==> src/rtl/midi_pkg.sv <==
// Shared constants and types for the MIDI byte-stream parser and its event FIFO.
package midi_pkg;

   localparam logic [3:0] NOTE_OFF = 4'h8;
   localparam logic [3:0] NOTE_ON  = 4'h9;
   localparam logic [3:0] PROG     = 4'hC;
   localparam logic [3:0] CHPRESS  = 4'hD;

   localparam logic [7:0] SYSEX  = 8'hF0;
   localparam logic [7:0] EOX    = 8'hF7;
   localparam logic [7:0] RT_MIN = 8'hF8;

   typedef enum logic [1:0] {
      ST_IDLE = 2'd0,
      ST_D1   = 2'd1,
      ST_D2   = 2'd2,
      ST_SKIP = 2'd3
   } parse_state_t;

   typedef struct packed {
      logic       on;
      logic [6:0] note;
      logic [6:0] velocity;
      logic [3:0] channel;
   } midi_event_t;

   // Messages carrying a single data byte complete in D1.
   function automatic logic is_one_data(input logic [3:0] nibble);
      return (nibble == PROG) || (nibble == CHPRESS);
   endfunction

endpackage

==> src/rtl/midi_event_fifo.sv <==
// Show-ahead FIFO of note events; the head is a register that holds its last
// value while the FIFO is empty.
module midi_event_fifo
   import midi_pkg::*;
#(
   parameter int unsigned DEPTH = 4
) (
   input  logic        clk,
   input  logic        nreset,
   input  logic        push,
   input  midi_event_t wdata,
   input  logic        pop,
   output midi_event_t rdata,
   output logic        empty,
   output logic        full
);

   localparam int unsigned AW = (DEPTH > 1) ? $clog2(DEPTH) : 1;
   localparam logic [AW:0] CNT_FULL = (AW+1)'(DEPTH);

   midi_event_t   mem [DEPTH];
   logic [AW-1:0] rd_ptr;
   logic [AW-1:0] wr_ptr;
   logic [AW:0]   count;
   logic [AW:0]   count_next;
   logic [AW-1:0] rd_next;
   logic          do_push;
   logic          do_pop;

   assign empty      = (count == '0);
   assign full       = (count == CNT_FULL);
   assign do_pop     = pop && !empty;
   // A full FIFO still accepts a push when the head leaves in the same cycle.
   assign do_push    = push && (!full || do_pop);
   assign rd_next    = do_pop ? rd_ptr + 1'b1 : rd_ptr;
   assign count_next = count + (AW+1)'(do_push) - (AW+1)'(do_pop);

   // NOTE: the storage array has no reset; the head register and count are
   // reset, so stale entries are never observable.
   always_ff @(posedge clk) begin
      if (do_push) mem[wr_ptr] <= wdata;
   end

   always_ff @(posedge clk or negedge nreset) begin
      if (!nreset) begin
         rd_ptr <= '0;
         wr_ptr <= '0;
         count  <= '0;
         rdata  <= '0;
      end else begin
         if (do_push) wr_ptr <= wr_ptr + 1'b1;
         rd_ptr <= rd_next;
         count  <= count_next;
         // The new head is either already in memory or being written right now.
         if (count_next != '0)
            rdata <= (do_push && (wr_ptr == rd_next)) ? wdata : mem[rd_next];
      end
   end

endmodule

==> src/rtl/midi_event_parser.sv <==
// Status-aware MIDI parser: running status, real-time passthrough, SysEx
// skipping and note-on/off extraction into a valid/ready event FIFO.
module midi_event_parser
   import midi_pkg::*;
#(
   parameter int unsigned CHANNEL    = 0,
   parameter bit          OMNI       = 1'b1,
   parameter int unsigned FIFO_DEPTH = 4
) (
   input  logic       clk,
   input  logic       nreset,
   input  logic       in_valid,
   input  logic [7:0] in_data,
   output logic       ev_valid,
   input  logic       ev_ready,
   output logic       ev_on,
   output logic [6:0] ev_note,
   output logic [6:0] ev_velocity,
   output logic [3:0] ev_channel,
   output logic       overflow,
   input  logic       overflow_clr
);

   localparam logic [3:0] CH = 4'(CHANNEL);

   parse_state_t state;
   logic [7:0]   rs;
   logic         rs_valid;
   logic [6:0]   d1;

   logic         is_status;
   logic         is_rt;
   logic         emit;
   logic         fifo_full;
   logic         fifo_empty;
   logic         drop;
   midi_event_t  ev_new;
   midi_event_t  head;

   assign is_rt     = (in_data >= RT_MIN);
   assign is_status = in_data[7];

   // NOTE: every always_comb output gets a default first so no latch is inferred.
   always_comb begin
      emit   = 1'b0;
      ev_new = '0;
      if (in_valid && !is_status && (state == ST_D2) && rs_valid &&
          ((rs[7:4] == NOTE_ON) || (rs[7:4] == NOTE_OFF)) &&
          (OMNI || (rs[3:0] == CH))) begin
         emit            = 1'b1;
         ev_new.on       = (rs[7:4] == NOTE_ON) && (in_data[6:0] != 7'd0);
         ev_new.note     = d1;
         ev_new.velocity = in_data[6:0];
         ev_new.channel  = rs[3:0];
      end
   end

   // NOTE: sequential state uses non-blocking assignments only, so every
   // register samples pre-edge values regardless of statement order.
   always_ff @(posedge clk or negedge nreset) begin
      if (!nreset) begin
         state    <= ST_IDLE;
         rs       <= '0;
         rs_valid <= 1'b0;
         d1       <= '0;
      end else if (in_valid && !is_rt) begin
         if (is_status) begin
            if (in_data < SYSEX) begin
               rs       <= in_data;
               rs_valid <= 1'b1;
               state    <= ST_D1;
            end else begin
               rs_valid <= 1'b0;
               state    <= (in_data == SYSEX) ? ST_SKIP : ST_IDLE;
            end
         end else begin
            unique case (state)
               ST_D1: begin
                  d1    <= in_data[6:0];
                  state <= is_one_data(rs[7:4]) ? ST_D1 : ST_D2;
               end
               ST_D2:   state <= ST_D1;
               default: ;
            endcase
         end
      end
   end

   assign drop = emit && fifo_full && !(ev_valid && ev_ready);

   always_ff @(posedge clk or negedge nreset) begin
      if (!nreset)           overflow <= 1'b0;
      else if (drop)         overflow <= 1'b1;
      else if (overflow_clr) overflow <= 1'b0;
   end

   midi_event_fifo #(.DEPTH(FIFO_DEPTH)) u_fifo (
      .clk    (clk),
      .nreset (nreset),
      .push   (emit),
      .wdata  (ev_new),
      .pop    (ev_ready),
      .rdata  (head),
      .empty  (fifo_empty),
      .full   (fifo_full)
   );

   assign ev_valid    = !fifo_empty;
   assign ev_on       = head.on;
   assign ev_note     = head.note;
   assign ev_velocity = head.velocity;
   assign ev_channel  = head.channel;

endmodule

==> config.mk <==
export PLATFORM = sky130hd
export DESIGN_NAME = midi_event_parser
export DESIGN_NICKNAME = d
export VERILOG_FILES = /design/src/rtl/midi_pkg.sv /design/src/rtl/midi_event_fifo.sv /design/src/rtl/midi_event_parser.sv
export SDC_FILE = /design/constraint.sdc
export NUM_CORES = 1
export LEC_CHECK = 0
export CAP_MARGIN = 15
export CORE_ASPECT_RATIO = 1.2
export CORE_UTILIZATION = 40
export CTS_BUF_LIST = sky130_fd_sc_hd__clkbuf_16
export CTS_CLUSTER_DIAMETER = 150
export CTS_CLUSTER_SIZE = 16
export DETAILED_ROUTE_END_ITERATION = 10
export DONT_BUFFER_PORTS = 1
export PLACE_DENSITY_LB_ADDON = 0.15
export REMOVE_ABC_BUFFERS = 1
export SYNTH_ARGS = -nofsm -noshare
export SYNTH_HDL_FRONTEND = slang
export SYNTH_HIERARCHICAL = 1
export SYNTH_SLANG_ARGS = --single-unit
==> constraint.sdc <==
create_clock -name clk -period 4.6 [get_ports clk]
set_input_delay 0.92 -clock clk [delete_from_list [all_inputs] [get_ports clk]]
set_output_delay 0.92 -clock clk [all_outputs]
set_load 0.01 [all_outputs]
==> key figures, run 1 <==
Die
  • Initial Util: 40.85%
  • IO Count: 34
  • Die extent in y: 134.6 um
  • Die W: 112.5 um
  • Core area: 14,350 um2
  • Die area: 15,150 um2
  • FP Rows: 48

STA
  • Setup TNS: 0 ns
  • Least-Margin Pin Slew: 1.016 ns
  • Clock skew: between 0.005 and 0.006 ns
  • Fmax: 0.3215 GHz
  • Final Critical Period: just over 3 ns
  • Worst setup margin: 1.489 ns
  • Final-report hold violation count: 0
  • Fin Hold WS: between 0.15 and 0.2 ns
  • Slew headroom: 32.04%
  • Final Setup Violations: 0
  • RSZ-0062 raised after global routing: false
  • Final period utilization: 67.62%
  • Max Slew Vio Count: 0

Placement
  • DP Wirelength: 7796 um
  • Post-Place Cells: 595
  • Port bufs: 0
  • Post-placement cell area: between 6000 and 7000 um2
  • Worst slack, placed: 1.033 ns
  • Gp weighted congestion: 0.6834

Route
  • DRT met1 WL: 5553 um
  • Post-route DRC: 0
  • Post-DRT Antenna Nets: 0
  • Drt pass-1 iters: 6
  • Vias/cell: 5.860
  • Drt first-iter violations: 176
  • DR WL met3: 817 um
  • Highest routed metal layer: met4
  • Routed WL: ~14,000 um
  • Met2 WL: 7052 um
  • Vias: 3,674
  • Wirelength per Cell: around 22 um

Setup path
  • Cell repeated most along the worst path: nand2_1
  • Worst-path fanout max: 19
  • CP cell instances: or3b_1, o21a_1, nand2_1, nand2_1, ha_1, fa_1, xor2_1, xnor2_1, or3_1, buf_4, o21ai_0, o21ai_1
  • Crit path buf inv count: 1
  • Cell family with most CP delay: simple AND/OR/NAND/NOR gates
  • Crit path max-delay cell type: dfrtp_1
  • Crit path largest cell delay: 0.47 ns
  • WP data arrival: 3.40 ns
  • Crit. End Element: flop
  • Setup Crit Path Kind: reg2reg
  • Crit path launch type: flop
  • Req. time, crit path: 4.89 ns

Synth
  • Post-synthesis mux area share: ~16%
  • Synth Area in Compound Gates: 7.960%
  • Adder-Cell Fraction of Synth Area: around 1.4%
  • Post-synth EDFFs: 76
  • Largest family of logic cells by synthesized area: multiplexers
  • Top_reg_cell synth: edfxtp_1
  • Flops & latches, synth: around 120
  • Yosys warns: 6
  • Synth cell types: 50
  • Cells after synthesis: 434
  • Ys async rst share: 37.19%
  • Sequential-to-total area share from yosys stat: about three fifths
  • Syn avg cell area: 13.51 um2
  • Mapped cell area: between 5000 and 6000 um2
  • Xor/xnor share of the synthesized area: 1.665%
  • Simple-gate share of the synthesized area: 11.46%

Finish
  • Final cell count without fillers: 627
  • Final Util: around 46%
  • Cell area after layout: 6544 um2
  • Ant diodes: 0
  • Net count, final: around 460
  • Fraction of layout cells with a size suffix above 1: 17.26%
  • Area growth syn-to-layout: 11.61%

Run status
  • Status: completed

Clock network
  • CTS root buf: clkbuf_16
  • Post-CTS Hold Buffers: 0
  • Clock latency on the worst-skew pair: 0.42 ns
  • CTS Sinks: 121
  • Number of post-CTS setup repair buffers: 0
  • Resize count post-CTS: 0
  • CTS tree: done
  • Number of buffers created by CTS: 17
  • Worst-path clk slew: 0.06 ns
  • Clk buf depth: 2
  • H-tree depth: 4

Power and ir drop
  • PnR Total Power: ~3.8 mW
  • Gate power share: 29.8%
  • Cell Pwr Density: 579.0 nW/um2
  • Sequential share of power: roughly 39%
  • Internal power: between 2 and 3 mW
  • Psw: approximately 1.2 mW
  • Leakage power: 2.497 nW
  • Clk network pwr share: 31.0%
  • Peak VDD IR: 317.0 uV
  • Sw Ratio: between 30% and 40%

GRT
  • Initial antenna violation count: 0
  • GR Overflow Total: 0
  • First-pass GRT wire length: ~22,000 um
  • All-layer global routing usage: about a fifth
  • Number of global-route vias before repair: about 3,800
  • Largest net degree at the start of global routing: 61

Hold path
  • Hold Crit Class: in2async

Job
  • Max Cap Viol: 0
registers in the layout, indices dropped and copies added, names as in the netlist:
name	count
u_fifo/mem	76
overflow	1
u_fifo/count	3
u_fifo/wr_ptr	2
u_fifo/rd_ptr	2
state	2
d1	7
rs_valid	1
rs	8
u_fifo/rdata	19
final cells by class:
cell class	count	area, um2
Fill cell	1272	7810
Sequential cell	121	3408
Multi-Input combinational cell	280	2275
Clock buffer	17	425.4
Tap cell	175	219.0
Timing Repair Buffer	13	97.59
Clock inverter	15	96.34
Inverter	6	22.52
path summary, 6_finish.rpt:
check,from,end,slack (ns),depth (start not counted)
worst max-delay path,u_fifo/count[1],u_fifo/rdata[5],1.49,12
worst min-delay path,nreset,u_fifo/rdata[4],0.20,0
worst max register to register,u_fifo/count[1],u_fifo/rdata[5],1.49,12
worst min register to register,rs[4],rs[4],0.48,1
max in group asynchronous,nreset,u_fifo/rdata[3],4.31,0
min in group clk,rs[4],rs[4],0.48,1
synthesized netlist by cell type (all sizes together) (5+ instances only):
| cell type | number | area share [%] |
|---|---|---|
| a22oi | 19 | 2.4 |
| and2 | 22 | 2.4 |
| and3 | 20 | 2.1 |
| buf | 16 | 2.0 |
| clkbuf | 11 | 0.70 |
| dfrtp | 45 | 19 |
| edfxtp | 76 | 39 |
| ha | 5 | 1.1 |
| inv | 6 | 0.38 |
| mux2 | 13 | 2.5 |
| mux2i | 38 | 6.5 |
| mux4 | 19 | 7.3 |
| nand2 | 62 | 4.0 |
| o21ai | 40 | 3.4 |
power groups by stage:
| stage | Clock, mW | Combinational, mW | Sequential [mW] |
|---|---|---|---|
| 6_report | 1.17 | 1.13 | 1.49 |
| 5_1_grt | 1.24 | 1.25 | 1.51 |
| 4_1_cts | 1.20 | 1.14 | 1.49 |
| 3_5_place_dp | 0 | 1.14 | 1.51 |
| 3_3_place_gp | 0 | 1.11 | 1.51 |
| 2_1_floorplan | 0 | 0.764 | 1.54 |
worst register-to-register path, cell delays in order (launching register included):
cell,delay [ns]
dfrtp_1,0.47
or3b_1,0.43
o21a_1,0.28
nand2_1,0.10
nand2_1,0.05
ha_1,0.19
fa_1,0.38
xor2_1,0.16
xnor2_1,0.17
or3_1,0.32
buf_4,0.22
o21ai_0,0.14
o21ai_1,0.09
placed cells by master, fill, tap and decap left out, drive strengths merged, types with 8 or more instances in the layout:
| master | synthesis | routed |
|---|---|---|
| nand2 | 62 | 62 |
| buf | 16 | 13 |
| dfrtp | 45 | 45 |
| a22oi | 19 | 19 |
| mux4 | 19 | 19 |
| clkbuf | 11 | 17 |
| mux2i | 38 | 38 |
| o21ai | 40 | 40 |
| clkinv | 0 | 10 |
| and3 | 20 | 20 |
| edfxtp | 76 | 76 |
| inv | 6 | 8 |
| and2 | 22 | 22 |
| mux2 | 13 | 13 |
logic make-up after synthesis:
logic type	after synthesis
and+or+nand+nor	125
DFF	121
muxes	70
AOI/OAI and AO/OA	71
xor gates and xnor gates	8
buffers and inverters	33
adders and majority gates	6
layer usage:
| layer | global-route usage [%] | vias to the layer above |
|---|---|---|
| li1 | - | 1643 |
| met1 | 23.12 | 1885 |
| met2 | 33.23 | 116 |
| met3 | 5.296 | 30 |
| met4 | 10.07 | 0 |
| met5 | 0 | - |
Power figures use the tool's default switching activity.
==> run 2, diff against run 1 <==
- clock period: 4.6 -> 2.9 ns (I/O delays scaled with it)
==> run 2 against run 1 <==
  * Sequential share of layout area down 2.5 points
  * Non-clock buffer count rose by 15
  * Sequential power up 57%
  * Via count increased by 0.24%
  * Largest cell class unchanged
==> key figures, run 2 (synthesis results as in run 1) <==
Clock network
  • CTS tree: done (unchanged)
  • Worst-path clk slew: 0.06 ns (about the same)
  • H-tree depth: 4 (unchanged)
  • CTS root buf: clkbuf_16 (unchanged)
  • CTS Sinks: 121 (unchanged)
  • Clk buf depth: 2 (unchanged)
  • Clock latency on the worst-skew pair: 0.41 ns (was 0.42 ns)
  • Number of buffers created by CTS: 17 (unchanged)

Finish
  • Regs by FF count: u_fifo/mem (76), u_fifo/rdata (19), rs (8) (unchanged)
  • Final Util: 47.88% (was 45.59%)
  • Max reg flops: 76 (unchanged)
  • Final cell count without fillers: 642 (was 627)
  • Most frequent cells in the layout: edfxtp_1 (76), nand2_1 (61), dfrtp_1 (45) (was edfxtp_1 (76), nand2_1 (62), dfrtp_1 (45))
  • Fraction of layout cells with a size suffix above 1: 23.55% (was 17.26%)
  • Commonest non-fill, non-tap cell in the layout: edfxtp_1 (unchanged)
  • Ant diodes: 0 (unchanged)
  • Largest Register: u_fifo/mem (unchanged)
  • Net count, final: 473 (was 458)
  • Area growth syn-to-layout: 17.22% (was 11.61%)

Setup path
  • WP data arrival: 3.18 ns (was 3.40 ns)
  • FF-to-FF Start: u_fifo/count[1] (unchanged)
  • Source of the critical timing path: u_fifo/count[1] (unchanged)
  • Req. time, crit path: 3.20 ns (was 4.89 ns)
  • Worst-path fanout max: 10 (was 19)
  • Crit path launch type: flop (unchanged)
  • R2R cell count: 12 (unchanged)
  • Setup Crit Path Kind: reg2reg (unchanged)
  • Crit. End Element: flop (unchanged)

STA
  • Max Slew Vio Count: 0 (unchanged)
  • Final period utilization: 99.40% (was 67.62%)
  • Slew headroom: 30.96% (was 32.04%)
  • Final Critical Period: 2.882 ns (was 3.111 ns)
  • RSZ-0062 raised after global routing: true (was false)
  • Fmax: 0.3469 GHz (was 0.3215 GHz)
  • Final Setup Violations: 0 (unchanged)
  • Least-Margin Pin Slew: 1.032 ns (was 1.016 ns)
  • Clock skew: 0.006719 ns (was 0.005676 ns)
  • Final-report hold violation count: 0 (unchanged)

GRT
  • All-layer global routing usage: 20.10% (was 19.67%)
  • Number of global-route vias before repair: 3,848 (was 3,844)
  • First-pass GRT wire length: 21,960 um (was 21,640 um)
  • GR Overflow Total: 0 (unchanged)
  • Initial antenna violation count: 0 (unchanged)
  • Largest net degree at the start of global routing: 46 (was 61)

Run status
  • Status: completed (unchanged)

Power and ir drop
  • PnR Total Power: 6.652 mW (was 3.789 mW)
  • Peak VDD IR: 467.1 uV (was 317.0 uV)
  • Leakage power: 2.664 nW (was 2.497 nW)
  • Cell Pwr Density: 967.9 nW/um2 (was 579.0 nW/um2)

Die
  • Die extent in y: 134.6 um (unchanged)
  • Initial Util: 40.85% (unchanged)
  • IO Count: 34 (unchanged)
  • Core area: 14,350 um2 (unchanged)
  • Die W: 112.5 um (unchanged)
  • Die area: 15,150 um2 (unchanged)
  • FP Rows: 48 (unchanged)

Route
  • Vias: 3,683 (was 3,674)
  • Vias/cell: 5.737 (was 5.860)
  • Met2 WL: 7477 um (was 7052 um)
  • Drt pass-1 iters: 4 (was 6)
  • Drt first-iter violations: 159 (was 176)
  • Post-DRT Antenna Nets: 0 (unchanged)
  • Routed WL: 14,380 um (was 13,760 um)
  • DRT met1 WL: 6064 um (was 5553 um)
  • Post-route DRC: 0 (unchanged)
  • DR WL met3: 602 um (was 817 um)
  • Wirelength per Cell: 22.40 um (was 21.94 um)
  • Highest routed metal layer: met4 (unchanged)

Placement
  • Port bufs: 0 (unchanged)
  • Gp weighted congestion: 0.7434 (was 0.6834)
  • DP Wirelength: 8123 um (was 7796 um)
  • Post-Place Cells: 605 (was 595)

Job
  • Max Cap Viol: 0 (unchanged)

Hold path
  • Hold Crit Class: in2async (unchanged)
[run 2: stage by stage]
step	setup slack (ns)	cell area, um2	TNS [ns]	hold slack, ns
after floorplan	-1.126	5704	-22.19	0.2844
after global placement	-0.1022	6147	-1.349	0.2854
after detailed placement	-0.1161	6147	-1.726	0.2853
after CTS	0.06143	6744	0	0.01295
after global routing	-0.07461	6873	-0.9178	0.01987
final	0.01753	6873	0	0.01466
[run 2: layout make-up]
class / count / area [um2]
fillers: 1245 / 7481
flip-flops and latches: 121 / 3408
multi-input cells: 280 / 2352
clock buffers: 17 / 425.4
repair buffers: 28 / 301.5
well taps: 175 / 219.0
clock inverters: 15 / 143.9
inverters: 6 / 22.52
[run 2: worst paths after layout]
kind	to	slack, ns
max	u_fifo/rdata[5]	0.02
min	u_fifo/rdata[0]	0.01
max reg2reg	u_fifo/rdata[5]	0.02
min reg2reg	rs[4]	0.48
max in group asynchronous	u_fifo/rdata[3]	2.65
min in group clk	rs[5]	0.31
[run 2: power breakdown]
group	switching (mW)	internal, mW
combinational	1.17	1.11
sequential	0.244	2.09
clock	0.722	1.32
total	2.14	4.52
[run 2: per-layer routing]
layer  track usage (%)  vias to the layer above
li1                  -                     1677
met5                 0                        -
met4             9.037                        0
met2             34.71                       80
met1             23.99                     1908
met3             4.623                       18
[run 2: repair_timing]
item / 4_1_cts / 5_1_grt
gates resized for setup: 0 / 34
hold buffers: 1 / 0
hold endpoints to repair: 45 / 0
endpoints found under the setup margin: 0 / 19
setup buffers: 0 / 2
[run 2: critical path: stages (launching register included)]
cell and delay, ns:
dfrtp_1 0.37, or3b_1 0.44, o21a_1 0.22, nand2_1 0.12, nand2_4 0.06, ha_4 0.15, fa_2 0.33, xor2_1 0.15
xnor2_1 0.14, or3_4 0.45, buf_12 0.18, o21ai_0 0.09, o21ai_1 0.08
==> run 3, diff against run 2 <==
- CTS_BUF_LIST: sky130_fd_sc_hd__clkbuf_16 -> unset
- CTS_CLUSTER_SIZE: 16 -> 20
==> run 3 against run 2 <==
  * Utilization hardly changed
  * Global-route usage hardly changed
  * Combinational power is 2% lower
  * Clock power is 5% higher
  * Critical path type unchanged
  * Largest cell class unchanged
==> key figures, run 3 (synthesis results as in run 1) <==
Run status
  • Status: completed (unchanged)

Job
  • Max Cap Viol: 0 (unchanged)

STA
  • Max Slew Vio Count: 0 (unchanged)
  • Clock skew: 0.005033 ns (was 0.006719 ns)
  • Least-Margin Pin Slew: 1.065 ns (was 1.032 ns)
  • Fmax: 0.3468 GHz (was 0.3469 GHz)
  • Final-report hold violation count: 0 (unchanged)
  • Slew headroom: 28.76% (was 30.96%)
  • Final Critical Period: 2.883 ns (was 2.882 ns)
  • Final period utilization: 99.42% (was 99.40%)
  • RSZ-0062 raised after global routing: true (unchanged)
  • Worst setup margin: 0.01684 ns (was 0.01753 ns)
  • Final Setup Violations: 0 (unchanged)

Hold path
  • Hold Crit Class: in2async (unchanged)

Route
  • Routed WL: 14,400 um (was 14,380 um)
  • Wirelength per Cell: 22.43 um (was 22.40 um)
  • Drt first-iter violations: 161 (was 159)
  • Vias/cell: 5.751 (was 5.737)
  • Drt pass-1 iters: 4 (unchanged)
  • Post-DRT Antenna Nets: 0 (unchanged)
  • Vias: 3,692 (was 3,683)
  • Post-route DRC: 0 (unchanged)

Setup path
  • R2R cell count: 12 (unchanged)
  • Source of the critical timing path: u_fifo/count[1] (unchanged)
  • CP cell instances: or3b_1, o21a_1, nand2_1, nand2_4, ha_4, fa_2, xor2_1, xnor2_1, or3_4, clkbuf_16, o21ai_0, o21ai_1 (was or3b_1, o21a_1, nand2_1, nand2_4, ha_4, fa_2, xor2_1, xnor2_1, or3_4, buf_12, o21ai_0, o21ai_1)
  • Crit path depth: 12 (unchanged)
  • Setup slack, reg-to-reg: 0.02 ns (about the same)
  • WP data arrival: 3.18 ns (about the same)
  • Crit path max-delay cell type: or3_4 (unchanged)
  • CP endpoint: u_fifo/rdata[7] (was u_fifo/rdata[5])
  • Crit path largest cell delay: 0.45 ns (about the same)
  • Crit path buf inv count: 1 (unchanged)
  • Crit path launch type: flop (unchanged)
  • Cell family with most CP delay: simple AND/OR/NAND/NOR gates (unchanged)
  • Worst-path fanout max: 5 (was 10)
  • Crit. End Element: flop (unchanged)
  • FF-to-FF Start: u_fifo/count[1] (unchanged)
  • Req. time, crit path: 3.20 ns (about the same)
  • Setup Crit Path Kind: reg2reg (unchanged)
  • Reg2reg end: u_fifo/rdata[7] (was u_fifo/rdata[5])

Placement
  • Port bufs: 0 (unchanged)
  • Worst slack, placed: -0.1161 ns (unchanged)
  • Post-placement cell area: 6147 um2 (unchanged)
  • Gp weighted congestion: 0.7434 (unchanged)
  • DP Wirelength: 8123 um (unchanged)

Die
  • Die W: 112.5 um (unchanged)
  • Die area: 15,150 um2 (unchanged)
  • FP Rows: 48 (unchanged)
  • Core area: 14,350 um2 (unchanged)
  • Die extent in y: 134.6 um (unchanged)
  • Initial Util: 40.85% (unchanged)
  • IO Count: 34 (unchanged)

Power and ir drop
  • Leakage power: 2.646 nW (was 2.664 nW)
  • Peak VDD IR: 472.2 uV (was 467.1 uV)
  • Cell Pwr Density: 975.4 nW/um2 (was 967.9 nW/um2)

GRT
  • Number of global-route vias before repair: 3,863 (was 3,848)
  • GR Overflow Total: 0 (unchanged)
  • Initial antenna violation count: 0 (unchanged)
  • All-layer global routing usage: 20.11% (was 20.10%)
  • Largest net degree at the start of global routing: 46 (unchanged)
  • First-pass GRT wire length: 21,990 um (was 21,960 um)

Finish
  • Commonest non-fill, non-tap cell in the layout: edfxtp_1 (unchanged)
  • Fraction of layout cells with a size suffix above 1: 22.27% (was 23.55%)
  • Most frequent cells in the layout: edfxtp_1 (76), nand2_1 (61), dfrtp_1 (45) (unchanged)
  • Max reg flops: 76 (unchanged)
  • Ant diodes: 0 (unchanged)
  • Net count, final: 473 (unchanged)
  • Cell area after layout: 6869 um2 (was 6873 um2)
  • Largest Register: u_fifo/mem (unchanged)
  • Area growth syn-to-layout: 17.16% (was 17.22%)
  • Regs by FF count: u_fifo/mem (76), u_fifo/rdata (19), rs (8) (unchanged)

Clock network
  • CTS tree: done (unchanged)
  • Worst-path clk slew: 0.06 ns (about the same)
  • CTS Sinks: 121 (unchanged)
  • H-tree depth: 4 (unchanged)
  • Number of buffers created by CTS: 17 (unchanged)
  • CTS root buf: clkbuf_16 (unchanged)
  • Clock latency on the worst-skew pair: 0.41 ns (about the same)
  • Clk buf depth: 2 (unchanged)
-- run 3: changes by cell type in the layout (fill, tap and decap cells not counted), sizes merged --
cell    change
clkinv      -3
clkbuf      +7
inv         -4
-- run 3: routing by layer --
metal  vias up  global-route usage [%]  part of all wire, %
met1      1902                   23.97                   41
li1       1674                       -                    -
met2        97                   34.78                   52
met4         0                   9.037                  1.8
met3        19                   4.623                  5.0
met5         -                       0                    0
-- run 3: report_power, final --
part | total, mW | switching [mW] | internal [mW]
sequential | 2.34 | 0.244 | 2.09
combinational | 2.23 | 1.15 | 1.08
clock | 2.14 | 0.726 | 1.41
-- run 3: worst min path at each step --
stage                 from         endpoint  slack [ns]  depth (start not counted)
floorplan           nreset            d1[0]        0.28                          0
global placement    nreset  u_fifo/rdata[0]        0.29                          0
detailed placement  nreset  u_fifo/rdata[0]        0.29                          0
CTS                 nreset  u_fifo/rdata[0]        0.01                          1
global route        nreset  u_fifo/rdata[0]        0.02                          1
finish              nreset  u_fifo/rdata[0]        0.02                          1
-- run 3: metrics by stage --
stage | hold slack, ns | power [mW] | cells | utilization (%) | setup TNS, ns
floorplan | 0.2844 | 3.653 | 407 | - | -22.19
global placement | 0.2854 | 4.363 | 605 | 42.83 | -1.349
detailed placement | 0.2853 | 4.397 | 605 | 42.83 | -1.726
CTS | 0.01315 | 6.573 | 638 | 47.19 | 0
global route | 0.02464 | 7.038 | 642 | 47.86 | -1.237
finish | 0.01806 | 6.700 | 642 | 47.86 | 0
-- run 3: cell type report --
class,instances,area [um2]
Fill cell,1246,7485
Multi-Input combinational cell,280,2318
Clock buffer,24,481.7
Sequential cell,121,3408
Tap cell,175,219.0
Clock inverter,8,117.6
Inverter,6,22.52
Timing Repair Buffer,28,301.5
-- run 3: what timing repair did --
item,in CTS,in global routing
resized for setup,0,14
hold endpoints to repair,45,0
buffers inserted,0,2
hold buffers,1,0
endpoints found under the setup margin,0,19
